==> config.mk <==
export PLATFORM = sky130hd
export DESIGN_NAME = mem_arbiter
export DESIGN_NICKNAME = d
export VERILOG_FILES = /design/src/rtl/mem_arbiter.sv
export SDC_FILE = /design/constraint.sdc
export NUM_CORES = 1
export LEC_CHECK = 0
export ABC_AREA = 0
export CORE_MARGIN = 4
export CORE_UTILIZATION = 39
export DETAILED_ROUTE_END_ITERATION = 6
export PLACE_DENSITY = 0.84
export SLEW_MARGIN = 5
export SYNTH_ARGS = -nofsm -noshare
export SYNTH_HDL_FRONTEND = slang
export SYNTH_SLANG_ARGS = --single-unit
export TNS_END_PERCENT = 100
==> constraint.sdc <==
create_clock -name clk -period 4.57 [get_ports clk]
set_clock_uncertainty 0.15 [all_clocks]
set_input_delay 0.457 -clock clk [delete_from_list [all_inputs] [get_ports clk]]
set_output_delay 0.457 -clock clk [all_outputs]
set_load 0.05 [all_outputs]
==> src/rtl/mem_arbiter.sv <==
// mem_arbiter: shares one RV32I mock memory port between instruction fetch (IF)
// and load/store (LS). One transaction at a time: IDLE -> ACCESS -> RESP.
// LS accesses are checked for funct3 legality and alignment; illegal ones skip
// memory and answer with an error response.
// Optional grant/error statistics counters: define MEM_ARBITER_STATS_EN.
module mem_arbiter #(
  parameter int MEM_LAT      = 0,
  parameter int STARVE_LIMIT = 4
) (
  input  logic        clk,
  input  logic        rst,
  input  logic        if_req_i,
  input  logic [31:0] if_addr_i,
  output logic        if_gnt_o,
  output logic        if_rvalid_o,
  output logic [31:0] if_rdata_o,
  input  logic        ls_req_i,
  input  logic [31:0] ls_addr_i,
  input  logic        ls_we_i,
  input  logic [2:0]  ls_funct3_i,
  input  logic [31:0] ls_wdata_i,
  output logic        ls_gnt_o,
  output logic        ls_rvalid_o,
  output logic [31:0] ls_rdata_o,
  output logic        ls_err_o,
  output logic [31:0] mem_addr_o,
  output logic [2:0]  mem_sel_o,
  output logic        mem_wen_o,
  output logic [31:0] mem_wdata_o,
`ifdef MEM_ARBITER_STATS_EN
  output logic [31:0] stat_if_cnt_o,
  output logic [31:0] stat_ls_cnt_o,
  output logic [15:0] stat_err_cnt_o,
`endif
  input  logic [31:0] mem_rdata_i
);

  localparam int LAT_W = (MEM_LAT > 0) ? $clog2(MEM_LAT + 1) : 1;
  localparam int STV_W = (STARVE_LIMIT > 0) ? $clog2(STARVE_LIMIT + 1) : 1;

  typedef enum logic [1:0] {
    IDLE,
    ACCESS,
    RESP
  } state_t;

  state_t             state_q;
  logic [31:0]        addr_q;
  logic [31:0]        wdata_q;
  logic [31:0]        rdata_q;
  logic [2:0]         sel_q;
  logic               we_q;
  logic               ownerLs_q;
  logic               err_q;
  logic               ifRvalid_q;
  logic               lsRvalid_q;
  logic [LAT_W-1:0]   latCnt_q;
  logic [STV_W-1:0]   starveCnt_q;
  logic [STV_W-1:0]   starveCnt_d;
  logic               lsErr_d;
  logic               ifWins;
  logic               ifGnt;
  logic               lsGnt;
  logic               unusedIfAddr;

  // Fetches are always word aligned, so the low address bits carry no meaning.
  assign unusedIfAddr = ^if_addr_i[1:0];

  // Arbitration: LS wins ties unless IF has lost STARVE_LIMIT times in a row.
  always_comb begin
    ifWins = if_req_i && (!ls_req_i || (starveCnt_q == STV_W'(STARVE_LIMIT)));
    ifGnt  = (state_q == IDLE) && !rst && ifWins;
    lsGnt  = (state_q == IDLE) && !rst && ls_req_i && !ifWins;
  end

  // LS legality: reserved funct3, unsigned stores, and misaligned half/word.
  always_comb begin
    lsErr_d = 1'b1;
    case (ls_funct3_i)
      3'b000:  lsErr_d = 1'b0;
      3'b100:  lsErr_d = ls_we_i;
      3'b001:  lsErr_d = ls_addr_i[0];
      3'b101:  lsErr_d = ls_we_i || ls_addr_i[0];
      3'b010:  lsErr_d = (ls_addr_i[1:0] != 2'b00);
      default: lsErr_d = 1'b1;
    endcase
  end

  // Starvation counter: saturating count of IF losses, cleared by an IF grant.
  always_comb begin
    starveCnt_d = starveCnt_q;
    if (ifGnt) begin
      starveCnt_d = '0;
    end else if (lsGnt && if_req_i && (starveCnt_q != STV_W'(STARVE_LIMIT))) begin
      starveCnt_d = starveCnt_q + 1'b1;
    end
  end

  // Transaction FSM: latch the winner in IDLE, hold the memory port for
  // MEM_LAT+1 cycles in ACCESS, then give a single response pulse in RESP.
  always_ff @(posedge clk or posedge rst) begin
    if (rst) begin
      state_q     <= IDLE;
      addr_q      <= '0;
      wdata_q     <= '0;
      rdata_q     <= '0;
      sel_q       <= 3'b010;
      we_q        <= 1'b0;
      ownerLs_q   <= 1'b0;
      err_q       <= 1'b0;
      ifRvalid_q  <= 1'b0;
      lsRvalid_q  <= 1'b0;
      latCnt_q    <= '0;
      starveCnt_q <= '0;
    end else begin
      starveCnt_q <= starveCnt_d;
      ifRvalid_q  <= 1'b0;
      lsRvalid_q  <= 1'b0;
      case (state_q)
        IDLE: begin
          if (ifGnt) begin
            addr_q    <= {if_addr_i[31:2], 2'b00};
            sel_q     <= 3'b010;
            we_q      <= 1'b0;
            wdata_q   <= '0;
            ownerLs_q <= 1'b0;
            err_q     <= 1'b0;
            latCnt_q  <= LAT_W'(MEM_LAT);
            state_q   <= ACCESS;
          end else if (lsGnt) begin
            addr_q    <= ls_addr_i;
            sel_q     <= ls_funct3_i;
            we_q      <= ls_we_i && !lsErr_d;
            wdata_q   <= ls_wdata_i;
            ownerLs_q <= 1'b1;
            err_q     <= lsErr_d;
            rdata_q   <= '0;
            latCnt_q  <= LAT_W'(MEM_LAT);
            if (lsErr_d) begin
              lsRvalid_q <= 1'b1;
              state_q    <= RESP;
            end else begin
              state_q    <= ACCESS;
            end
          end
        end
        ACCESS: begin
          if (latCnt_q == '0) begin
            rdata_q <= we_q ? 32'h0 : mem_rdata_i;
            state_q <= RESP;
            if (ownerLs_q) begin
              lsRvalid_q <= 1'b1;
            end else begin
              ifRvalid_q <= 1'b1;
            end
          end else begin
            latCnt_q <= latCnt_q - 1'b1;
          end
        end
        RESP: begin
          state_q <= IDLE;
        end
        default: begin
          state_q <= IDLE;
        end
      endcase
    end
  end

  assign if_gnt_o    = ifGnt;
  assign ls_gnt_o    = lsGnt;
  assign if_rvalid_o = ifRvalid_q;
  assign ls_rvalid_o = lsRvalid_q;
  assign if_rdata_o  = rdata_q;
  assign ls_rdata_o  = rdata_q;
  assign ls_err_o    = err_q;
  assign mem_addr_o  = addr_q;
  assign mem_wdata_o = wdata_q;
  assign mem_sel_o   = (state_q == ACCESS) ? sel_q : 3'b010;
  assign mem_wen_o   = (state_q == ACCESS) && (latCnt_q == '0) && we_q;

`ifdef MEM_ARBITER_STATS_EN
  logic [31:0] statIf_q;
  logic [31:0] statLs_q;
  logic [15:0] statErr_q;

  // Free-running, wrapping counts of grants and LS error responses.
  always_ff @(posedge clk or posedge rst) begin
    if (rst) begin
      statIf_q  <= '0;
      statLs_q  <= '0;
      statErr_q <= '0;
    end else begin
      if (ifGnt) begin
        statIf_q <= statIf_q + 1'b1;
      end
      if (lsGnt) begin
        statLs_q <= statLs_q + 1'b1;
      end
      if (lsGnt && lsErr_d) begin
        statErr_q <= statErr_q + 1'b1;
      end
    end
  end

  assign stat_if_cnt_o  = statIf_q;
  assign stat_ls_cnt_o  = statLs_q;
  assign stat_err_cnt_o = statErr_q;
`else
  // Statistics disabled: no counters or ports are built.
`endif

endmodule

-- Yosys cells after proc, flatten, opt, wreduce, memory -nomap -nowiden
Index checks and enable logic that the tools add are counted.
- bits in registers: 110
- input port bits: 136
- output and inout bits: 137
- logic and storage cells: 91
- add/sub/neg operators: 2
- equality and inequality tests: 11
- mux-type cells: 39
- bitwise gates (word level): 1
- reduce and logical (&&, ||, !) cells: 26
- operators by type and width (operator ; count):
    $mux 32 ; 8
    $pmux 32 s2 ; 1
    $mux 1 ; 17
    $mux 3 ; 5
    $logic_and 1x1->1 ; 10
    $eq 3x3->1 const B ; 3
    $mux 2 ; 4
    $reduce_bool 2->1 ; 4
    $ne 2x2->1 const B ; 3
    $ne 3x3->1 const B ; 2
    $reduce_and 2->1 ; 3
    $pmux 1 s5 ; 1
    $logic_not 1->1 ; 4
    $pmux 1 s2 ; 2
    $pmux 2 s2 ; 1
    $reduce_and 4->1 ; 1
    $add 3x1->3 const B ; 1
    $eq 3x1->1 const B ; 1
    $eq 3x2->1 const B ; 1
    $logic_not 3->1 ; 1
    $eq 2x1->1 const B ; 1
    $logic_not 2->1 ; 1
    $logic_or 1x1->1 ; 2
    $not 1->1 ; 1
    $sub 1x1->1 const B ; 1

-- Depth between registers and ports, before layout
Gate-level depths: netlist (run 1).
- depth in word-level cells: 9
- mapped depth: 8
- gate-level depth less buffers: 6

-- Least setup slack after synthesis (run 1)
OpenSTA, ideal clock, no wires.
- path kind: reg2out
- start: register state_q[1]
- end: output port mem_sel_o[0]
- arrival: 1.608 ns
- required time: 3.963 ns
- path slack: 2.355 ns
- stages on the path, launching flop included: 5
- buffers on the path: 2
- cells stage by stage: dfrtp_1 > nand2b_1 > clkbuf_1 > clkbuf_1 > nor2_1
- cells in the longest elaborated chain, start to end: 2
- RTL lines (what ; RTL line ; text):
    from (decl) ; 47 ; state_t state_q;
    from (signal assigned) ; 103 ; state_q <= IDLE;
    from (signal assigned) ; 129 ; state_q <= ACCESS;
    from (signal assigned) ; 141 ; state_q <= RESP;
    $eq 2x1->1 ; 179 ; assign mem_sel_o = (state_q == ACCESS) ? sel_q : 3'b010;
    $mux 3 ; 179 ;
    to (decl) ; 27 ; output logic [2:0] mem_sel_o,
No other way between the ends.

-- Final worst setup path (run 1)
- start: input port rst
- end: output port if_gnt_o
- cells in the longest elaborated chain, start to end: 3
- RTL lines (what ; RTL line ; text):
    from (decl) ; 11 ; input logic rst,
    $logic_not 1->1 (no source line) ; n/a ;
    $logic_and 1x1->1 (2 in series) ; 72 ; ifGnt = (state_q == IDLE) && !rst && ifWins;
    to (decl) ; 14 ; output logic if_gnt_o,
No other way between the ends.

==> results of run 1 <==
kinds of logic after synthesis:
group	Yosys count
flip-flops	109
buffers and inverters	105
AO/OA/AOI/OAI	84
multiplexers	60
AND/OR/NAND/NOR	51
adder cells (fa/ha/maj)	2
final cells by class:
type                            instances  area (um^2)
Inverter                               44          169
Clock buffer                           12          246
Multi-Input combinational cell        197         1680
Timing Repair Buffer                  275         2740
Sequential cell                       109         2730
Clock inverter                          4         47.5
Fill cell                            1040         4740
Tap cell                              172          215
per-stage QoR:
step | util | total power, uW
floorplan | - | 3430
finish | 0.623 | 5090
global placement | 0.600 | 4270
CTS | 0.623 | 5130
detailed placement | 0.600 | 4340
global route | 0.623 | 5290
sequential cells by signal (all words and copies together) (netlist names):
register and flops:
we_q 1, starveCnt_q 3, if_rdata_o 32, if_rvalid_o 1, ls_err_o 1, sel_q 3
mem_addr_o 32, ls_rvalid_o 1, state_q 2, ownerLs_q 1, mem_wdata_o 32
per-layer routing:
layer	vias up	wire, um	global-route usage
met5	-	0	0
met4	0	453	0.0861
met3	31	1070	0.0490
met2	172	7410	0.333
met1	1927	5480	0.222
li1	1863	-	-
synthesized netlist by cell type, types with 2 or more instances:
cell type  count  area, um^2
buf_8          2        30.0
nand2_1       32         120
buf_6          6        67.6
o2bb2ai_1      2        17.5
ha_1           2        25.0
o32ai_1       32         280
inv_1         43         161
mux2_2        28         315
buf_2          4        20.0
mux2_1        32         360
nor4b_4        2        47.6
dfrtp_1      108        2700
nand3_1        3        15.0
a22o_1        36         315
clkbuf_1      15        56.3
buf_4         34         255
nand2b_1       3        18.8
nor2_1         6        22.5
o21ai_0        7        35.0
critical path: cells and delay by family:
kind | cells | cell delay, ns
and+or+nand+nor | 2 | 0.51
buffers and inverters | 3 | 1.52
how the worst max path moves through the flow:
stage                           startpoint                        end  slack, ns
final                                  rst                   if_gnt_o       1.47
after global routing      we_q$_DFFE_PP0P_                  mem_wen_o       1.30
after CTS                              rst                   if_gnt_o       1.45
after detailed placement               rst                   if_gnt_o       1.45
after global placement                 rst                   if_gnt_o       1.49
after floorplan                        rst  if_rdata_o[0]$_DFFE_PP0P_       1.09
power by group through the flow:
stage / logic, uW / clock network, uW / registers (uW)
after detailed placement: 2830 / 0 / 1500
after CTS: 2840 / 797 / 1490
after floorplan: 972 / 0 / 2460
after global placement: 2790 / 0 / 1480
final: 2820 / 786 / 1490
after global routing: 2930 / 836 / 1530
==> reports/qor.csv, run 1 <==
metric;value;unit
status;completed;
top_reg_cell synth;dfrtp_1;
num ports;273;
commonest non-fill, non-tap cell in the layout;clkdlybuf4s50_1;
port bufs;270;
RSZ-0062 raised after global routing;no;
cell-internal power;2710;uW
commonest cells after routing, fill and taps aside;clkdlybuf4s50_1, dfrtp_1, inv_1;
synthesized-area fraction occupied by adder cells;0.00501;
number of CTS-inserted buffers;9;
Hold EP;if_rvalid_o$_DFF_PP0_;
post-route setup TNS;0;ns
vias per cell;4.91;
Core ar.;12600;um^2
startpoint types;input pin;
Final Max Tran Viols;0;
CTS tree;done;
gr ovfl total;0;
Final nets;774;
crit-path max FO;6;
largest family of logic cells by synthesized area;compound AO/OA/AOI/OAI gates;
Fin. Hold Viols;0;
worst reg2reg path depth;4;
drt pass-1 iters;4;
mapped cell area;4990;um^2
HP Start;ownerLs_q$_DFFE_PP0P_;
largest net degree at the start of global routing;77;
full die area;14700;um^2
number of global-route vias before repair;4216;
Post-synth EDFFs;0;
xor and xnor area share after synthesis;0;
die height;121;um
Post-CTS Setup Inserts;0;
Worst Max-Slew Pin Slew;1.13;ns
crit end category;primary output;
final setup vio count;0;
kind of critical path;in2out;
Synth cell types;33;
fraction of layout cells with a size suffix above 1;0.0874;
P_sw;2370;uW
RD Place Congestion;0.769;
crit path DAT;2.49;ns
register area share after synthesis;0.547;
# DRC;0;
Max VDD drop;0.296;mV
Max-cap violations;0;
Hold WC Path Type;reg2reg;
Yosys reg bits;109;
Crit path required time;3.96;ns
cell leakage power;0.00336;uW
n_diodes;0;
simple-gate share of the synthesized area;0.0531;
antenna-violating nets left;0;
Crit Reg-Reg Startpoint;state_q[1]$_DFFE_PP0P_;
Total Routing Usage GR;0.191;
antenna violations before repair;0;
htree depth;3;
DP Area;7530;um^2
Critical Path Most Common Cell;clkdlybuf4s50_1;
Starting DRT DRC Count;292;
PwrDens;650;nW/um^2
Syn Area/Cell;12.1;um^2
post-synthesis compound-gate area fraction;0.141;
clk_lat worst skew;0.34;ns
final non-filler cell area;7830;um^2
Final Critical Period;3.10;ns
chip width;121;um
Max Freq;322;MHz
Reg clk slew, reported paths;0.07;ns
clock buffer depth;2;
CP peak stage delay;0.83;ns
Warnings, synthesis;0;
Clock Sinks;109;
Synth Instances;411;
post-DR wirelength/cell;17.7;um
hold buffers post-CTS;0;
area delta synth->final;56.8;%
post-detail-place hpwl;10800;um
fin cells;813;
placed cell count;797;
FF-to-FF setup slack;2.29;ns
clock share of power;0.155;
sequential power share;0.292;
final worst path period share;0.679;
syn_nets;549;
root buffer cell;clkbuf_16;
pre-CTS setup slack;1.45;ns
worst path cell trace;clkdlybuf4s50_1, nor4b_4, nand2b_1, inv_1, clkdlybuf4s50_1;
first-pass GRT wire length;22100;um
Post-synth ARST share;1.00;
Max-slew headroom;0.249;
worst setup margin;1.47;ns
switch share;0.466;
Comb pwr share;0.553;
Total Wirelength;14400;um
# resized after CTS;0;
hold path depth;1;
Crit-path slowest cell;clkdlybuf4s50_1;
row count;41;
Hold Slack;0.311;ns
DR vias;3993;
initial core utilization;0.397;
multiplexer area fraction after synthesis;0.135;
R2R Path End;mem_addr_o[22]$_DFFE_PP0P_;
Power figures use the tool's default switching activity.
==> run 2: changes to the inputs <==
- clock period: 4.57 -> 3.15 ns (I/O delays scaled with it)
==> run 2 against run 1 <==
Total power rose by 47%. Final area rose by 1.5%. Combinational power rose by 46%. Global-route usage rose by 0.49 points. Routed wire length rose by 1.2%. Setup slack got worse by 1.1 ns. Utilization rose by 0.92 points. Non-clock buffer count rose by 5. Sequential cell count did not move. Largest cell class unchanged. Largest power group unchanged. Highest routed layer unchanged.
==> reports/qor.csv, run 2 (synthesis results as in run 1) <==
metric;value;unit;change
area of the multi-input gates;1680;um^2;unchanged
Final Critical Period;2.74;ns;
Fin. Hold Viols;0;;unchanged
RD Place Congestion;0.742;;was 0.769
crit-path max FO;19;;was 6
Crit path required time;2.68;ns;was 3.96 ns
initial core utilization;0.397;;unchanged
Total Routing Usage GR;0.196;;was 0.191
startpoint types;flop;;was input pin
port bufs;270;;unchanged
largest net degree at the start of global routing;54;;was 77
R2R Path End;mem_addr_o[2]$_DFFE_PP0P_;;was mem_addr_o[22]$_DFFE_PP0P_
Max Freq;364;MHz;
post-detail-place hpwl;11200;um;was 10800 um
drt pass-1 iters;4;;unchanged
DR vias;4055;;was 3993
Hold WC Path Type;reg2reg;;unchanged
antenna-violating nets left;0;;unchanged
final setup vio count;0;;unchanged
commonest non-fill, non-tap cell in the layout;clkdlybuf4s50_1;;unchanged
RSZ-0062 raised after global routing;no;;unchanged
pre-CTS setup slack;0.490;ns;was 1.45 ns
Fill cells;1028;;was 1040
worst setup path end;mem_sel_o[1];;was if_gnt_o
Power, Total;7490;uW;was 5090 uW
switch share;0.458;;was 0.466
Hold Slack;0.301;ns;was 0.311 ns
Final nets;779;;was 774
hold buffers post-CTS;0;;unchanged
Worst Max-Slew Pin Slew;1.03;ns;was 1.13 ns
post-DR wirelength/cell;17.8;um;was 17.7 um
FF-to-FF setup slack;1.02;ns;was 2.29 ns
clock share of power;0.164;;was 0.155
number of CTS-inserted buffers;9;;unchanged
crit path DAT;2.28;ns;was 2.49 ns
row count;41;;unchanged
cell-internal power;4060;uW;was 2710 uW
die height;121;um;unchanged
# DRC;0;;unchanged
clk_lat worst skew;0.34;ns;about the same
Final Max Tran Viols;0;;unchanged
Max VDD drop;0.461;mV;was 0.296 mV
post-route setup TNS;0;ns;unchanged
area delta synth->final;59.1;%;was 56.8%
cell leakage power;0.00342;uW;was 0.00336 uW
Crit Reg-Reg Startpoint;starveCnt_q[0]$_DFFE_PP0P_;;was state_q[1]$_DFFE_PP0P_
fraction of layout cells with a size suffix above 1;0.0977;;was 0.0874
full die area;14700;um^2;unchanged
Post-CTS Setup Inserts;0;;unchanged
number of global-route vias before repair;4402;;was 4216
kind of critical path;reg2out;;was in2out
PwrDens;942;nW/um^2;was 650 nW/um^2
Storage cell area;2730;um^2;unchanged
root buffer cell;clkbuf_16;;unchanged
commonest cells after routing, fill and taps aside;clkdlybuf4s50_1, dfrtp_1, inv_1;;unchanged
gr ovfl total;0;;unchanged
clock buffer depth;2;;unchanged
Core ar.;12600;um^2;unchanged
Max-slew headroom;0.313;;was 0.249
placed cell count;802;;was 797
n_diodes;0;;unchanged
first-pass GRT wire length;22800;um;was 22100 um
Reg clk slew, reported paths;0.07;ns;about the same
antenna violations before repair;0;;unchanged
final worst path period share;0.871;;
chip width;121;um;unchanged
Clock Sinks;109;;unchanged
status;completed;;unchanged
sequential power share;0.286;;was 0.292
worst setup margin;0.406;ns;was 1.47 ns
worst reg2reg path depth;6;;was 4
P_sw;3430;uW;was 2370 uW
Starting DRT DRC Count;199;;was 292
num ports;273;;unchanged
Comb pwr share;0.550;;was 0.553
Max-cap violations;0;;unchanged
Total Wirelength;14600;um;was 14400 um
# resized after CTS;0;;unchanged
crit end category;primary output;;unchanged
htree depth;3;;unchanged
Worst Setup SP;state_q[1]$_DFFE_PP0P_;;was rst
fin cells;817;;was 813
CTS tree;done;;unchanged
vias per cell;4.96;;was 4.91
[run 2: final cells by class]
type                            count  share of cell area
Clock buffer                       12              0.0323
Clock inverter                      3             0.00866
Inverter                           44              0.0214
Multi-Input combinational cell    197               0.212
Sequential cell                   109               0.344
Tap cell                          172              0.0271
Timing Repair Buffer              280               0.355
[run 2: power by group through the flow]
stage | sequential, uW | combinational (uW) | clock, uW
after global placement | 2140 | 4080 | 0
after CTS | 2150 | 4150 | 1260
after global routing | 2210 | 4280 | 1310
after floorplan | 3570 | 1410 | 0
final | 2140 | 4120 | 1230
after detailed placement | 2170 | 4150 | 0
[run 2: worst min-delay path by stage]
stage / slack (ns) / depth (start not counted) / endpoint / startpoint
after detailed placement: 0.31 / 1 / if_rvalid_o$_DFF_PP0_ / ownerLs_q$_DFFE_PP0P_
after floorplan: 0.28 / 1 / if_rvalid_o$_DFF_PP0_ / ownerLs_q$_DFFE_PP0P_
after global placement: 0.30 / 1 / if_rvalid_o$_DFF_PP0_ / ownerLs_q$_DFFE_PP0P_
after CTS: 0.31 / 1 / if_rvalid_o$_DFF_PP0_ / ownerLs_q$_DFFE_PP0P_
final: 0.30 / 1 / if_rvalid_o$_DFF_PP0_ / ownerLs_q$_DFFE_PP0P_
after global routing: 0.32 / 1 / if_rvalid_o$_DFF_PP0_ / ownerLs_q$_DFFE_PP0P_
[run 2: metal layers]
metal  vias to the layer above  GRT usage  wire (um)
met3                        23     0.0508        987
met1                      2002      0.228       5620
met2                       159      0.349       7620
met4                         0     0.0714        357
li1                       1871          -          -
met5                         -          0          0
[run 2: through the flow]
step,utilization,instance area (um^2)
after floorplan,-,5000
after global placement,0.606,7620
after detailed placement,0.606,7620
after CTS,0.632,7940
after global routing,0.632,7940
final,0.632,7940
[run 2: critical path, stage by stage (launching register included)]
cell	delay, ns
dfrtp_1	0.48
nand2b_2	0.44
nand2b_1	0.16
clkdlybuf4s50_1	0.85
==> run 3: changes to the inputs <==
- CAP_MARGIN: not set -> 20
- RECOVER_POWER: not set -> 50
==> run 3 against run 2 <==
The run now ends with capacitance limit, slew limit left. Clock power about the same. Non-clock buffer count stayed put. Sequential power about the same. Combinational power down 2%. Clock-buffer cell count is the same. Total power is 1.4% lower. Via count hardly changed. Sequential share of layout area grew 0.22 points. Final area shrank 0.63%.
==> reports/qor.csv, run 3 (synthesis results as in run 1) <==
metric;value;unit;change
antenna violations before repair;0;;unchanged
Crit path required time;2.68;ns;about the same
cell leakage power;0.00346;uW;was 0.00342 uW
Total Routing Usage GR;0.196;;unchanged
number of global-route vias before repair;4402;;unchanged
clk_lat worst skew;0.33;ns;was 0.34 ns
final setup vio count;0;;unchanged
Clock Sinks;109;;unchanged
# resized after CTS;0;;unchanged
Max-cap violations;1;;was 0
htree depth;3;;unchanged
Worst Max-Slew Pin Slew;1.62;ns;was 1.03 ns
root buffer cell;clkbuf_16;;unchanged
chip width;121;um;unchanged
# DRC;0;;unchanged
sequential power share;0.288;;was 0.286
worst setup margin;0.385;ns;was 0.406 ns
Comb pwr share;0.545;;was 0.550
largest net degree at the start of global routing;54;;unchanged
commonest cells after routing, fill and taps aside;clkdlybuf4s50_1, dfrtp_1, dlygate4sd3_1;;was clkdlybuf4s50_1, dfrtp_1, inv_1
post-DR wirelength/cell;17.8;um;about the same
Reg clk slew, reported paths;0.07;ns;about the same
CTS tree;done;;unchanged
n_diodes;0;;unchanged
first-pass GRT wire length;22800;um;unchanged
startpoint types;input pin;;was flop
Starting DRT DRC Count;188;;was 199
drt pass-1 iters;5;;was 4
fraction of layout cells with a size suffix above 1;0.0946;;was 0.0977
P_sw;3420;uW;was 3430 uW
vias per cell;4.97;;was 4.96
antenna-violating nets left;0;;unchanged
DR vias;4057;;was 4055
Fin. Hold Viols;0;;unchanged
Fill cells;1038;;was 1028
Max-slew headroom;-0.0798;;was 0.313
crit end category;primary output;;unchanged
clock share of power;0.167;;was 0.164
Final Max Tran Viols;40;;was 0
kind of critical path;in2out;;was reg2out
Core ar.;12600;um^2;unchanged
die height;121;um;unchanged
Hold WC Path Type;reg2reg;;unchanged
RSZ-0062 raised after global routing;no;;unchanged
hold buffers post-CTS;0;;unchanged
commonest non-fill, non-tap cell in the layout;clkdlybuf4s50_1;;unchanged
area delta synth->final;58.1;%;was 59.1%
Max VDD drop;0.457;mV;was 0.461 mV
Final Critical Period;2.76;ns;was 2.74 ns
RD Place Congestion;0.742;;unchanged
PwrDens;935;nW/um^2;was 942 nW/um^2
Final nets;779;;unchanged
post-detail-place hpwl;11200;um;unchanged
full die area;14700;um^2;unchanged
Total Wirelength;14500;um;was 14600 um
final worst path period share;0.878;;was 0.871
gr ovfl total;0;;unchanged
number of CTS-inserted buffers;9;;unchanged
clock buffer depth;2;;unchanged
cell-internal power;3960;uW;was 4060 uW
num ports;273;;unchanged
crit path DAT;2.30;ns;was 2.28 ns
Max Freq;362;MHz;was 364 MHz
post-route setup TNS;0;ns;unchanged
violations in the final reports;capacitance limit, slew limit;;
switch share;0.463;;was 0.458
row count;41;;unchanged
port bufs;270;;unchanged
initial core utilization;0.397;;unchanged
Post-CTS Setup Inserts;0;;unchanged
status;complete, but fails checks;;was completed
pre-CTS setup slack;0.490;ns;unchanged
crit-path max FO;20;;was 19
## run 3: changes by cell type in the layout (fill, tap and decap cells not counted), sizes merged
| cell | before | now |
|---|---|---|
| buf | 12 | 10 |
| clkbuf | 12 | 14 |
| clkdlybuf4s50 | 268 | 211 |
| dlygate4sd3 | 0 | 57 |
## run 3: worst max-delay path, stage by stage
cell	delay (ns)
dlygate4sd3_1	0.64
nor4b_1	0.36
buf_4	0.26
nand2_1	0.20
clkinv_2	0.33
buf_12	0.19
## run 3: routing by layer
metal	vias up	track usage	share of wire
li1	1871	-	-
met1	2001	0.228	0.38
met2	161	0.349	0.52
met3	24	0.0508	0.069
met4	0	0.0714	0.025
met5	-	0	0
## run 3: power groups by stage
stage	sequential, uW	clock (uW)	combinational [uW]
6_report	2130	1230	4020
5_1_grt	2190	1310	4190
4_1_cts	2150	1260	4150
3_5_place_dp	2170	0	4150
3_3_place_gp	2140	0	4080
2_1_floorplan	3570	0	1410
## run 3: stage by stage
stage,hold slack (ns),utilization,instance area [um^2],power [uW],instances
floorplan,0.276,-,5000,4980,411
global placement,0.296,0.606,7620,6220,802
detailed placement,0.306,0.606,7620,6310,802
CTS,0.306,0.632,7940,7560,817
global route,0.320,0.628,7890,7690,817
finish,0.300,0.628,7890,7380,817
## run 3: cell type report
class | count | area (um^2) | area share
clock buffers | 12 | 256 | 0.0325
clock inverters | 3 | 68.8 | 0.00872
inverters | 44 | 168 | 0.0212
multi-input cells | 197 | 1650 | 0.209
flip-flops and latches | 109 | 2730 | 0.346
well taps | 172 | 215 | 0.0273
repair buffers | 280 | 2810 | 0.355
## run 3: path summary, 6_finish.rpt
check | from | endpoint | slack, ns | cells after the start
min | ownerLs_q$_DFFE_PP0P_ | if_rvalid_o$_DFF_PP0_ | 0.30 | 1
max | rst | ls_gnt_o | 0.39 | 6
min in group asynchronous | rst | mem_addr_o[8]$_DFFE_PP0P_ | 0.67 | 2
max reg2reg | state_q[0]$_DFFE_PP0P_ | if_rdata_o[4]$_DFFE_PP0P_ | 0.75 | 6
min reg2reg | ownerLs_q$_DFFE_PP0P_ | if_rvalid_o$_DFF_PP0_ | 0.30 | 1
max in group asynchronous | rst | if_rdata_o[17]$_DFFE_PP0P_ | 0.66 | 3
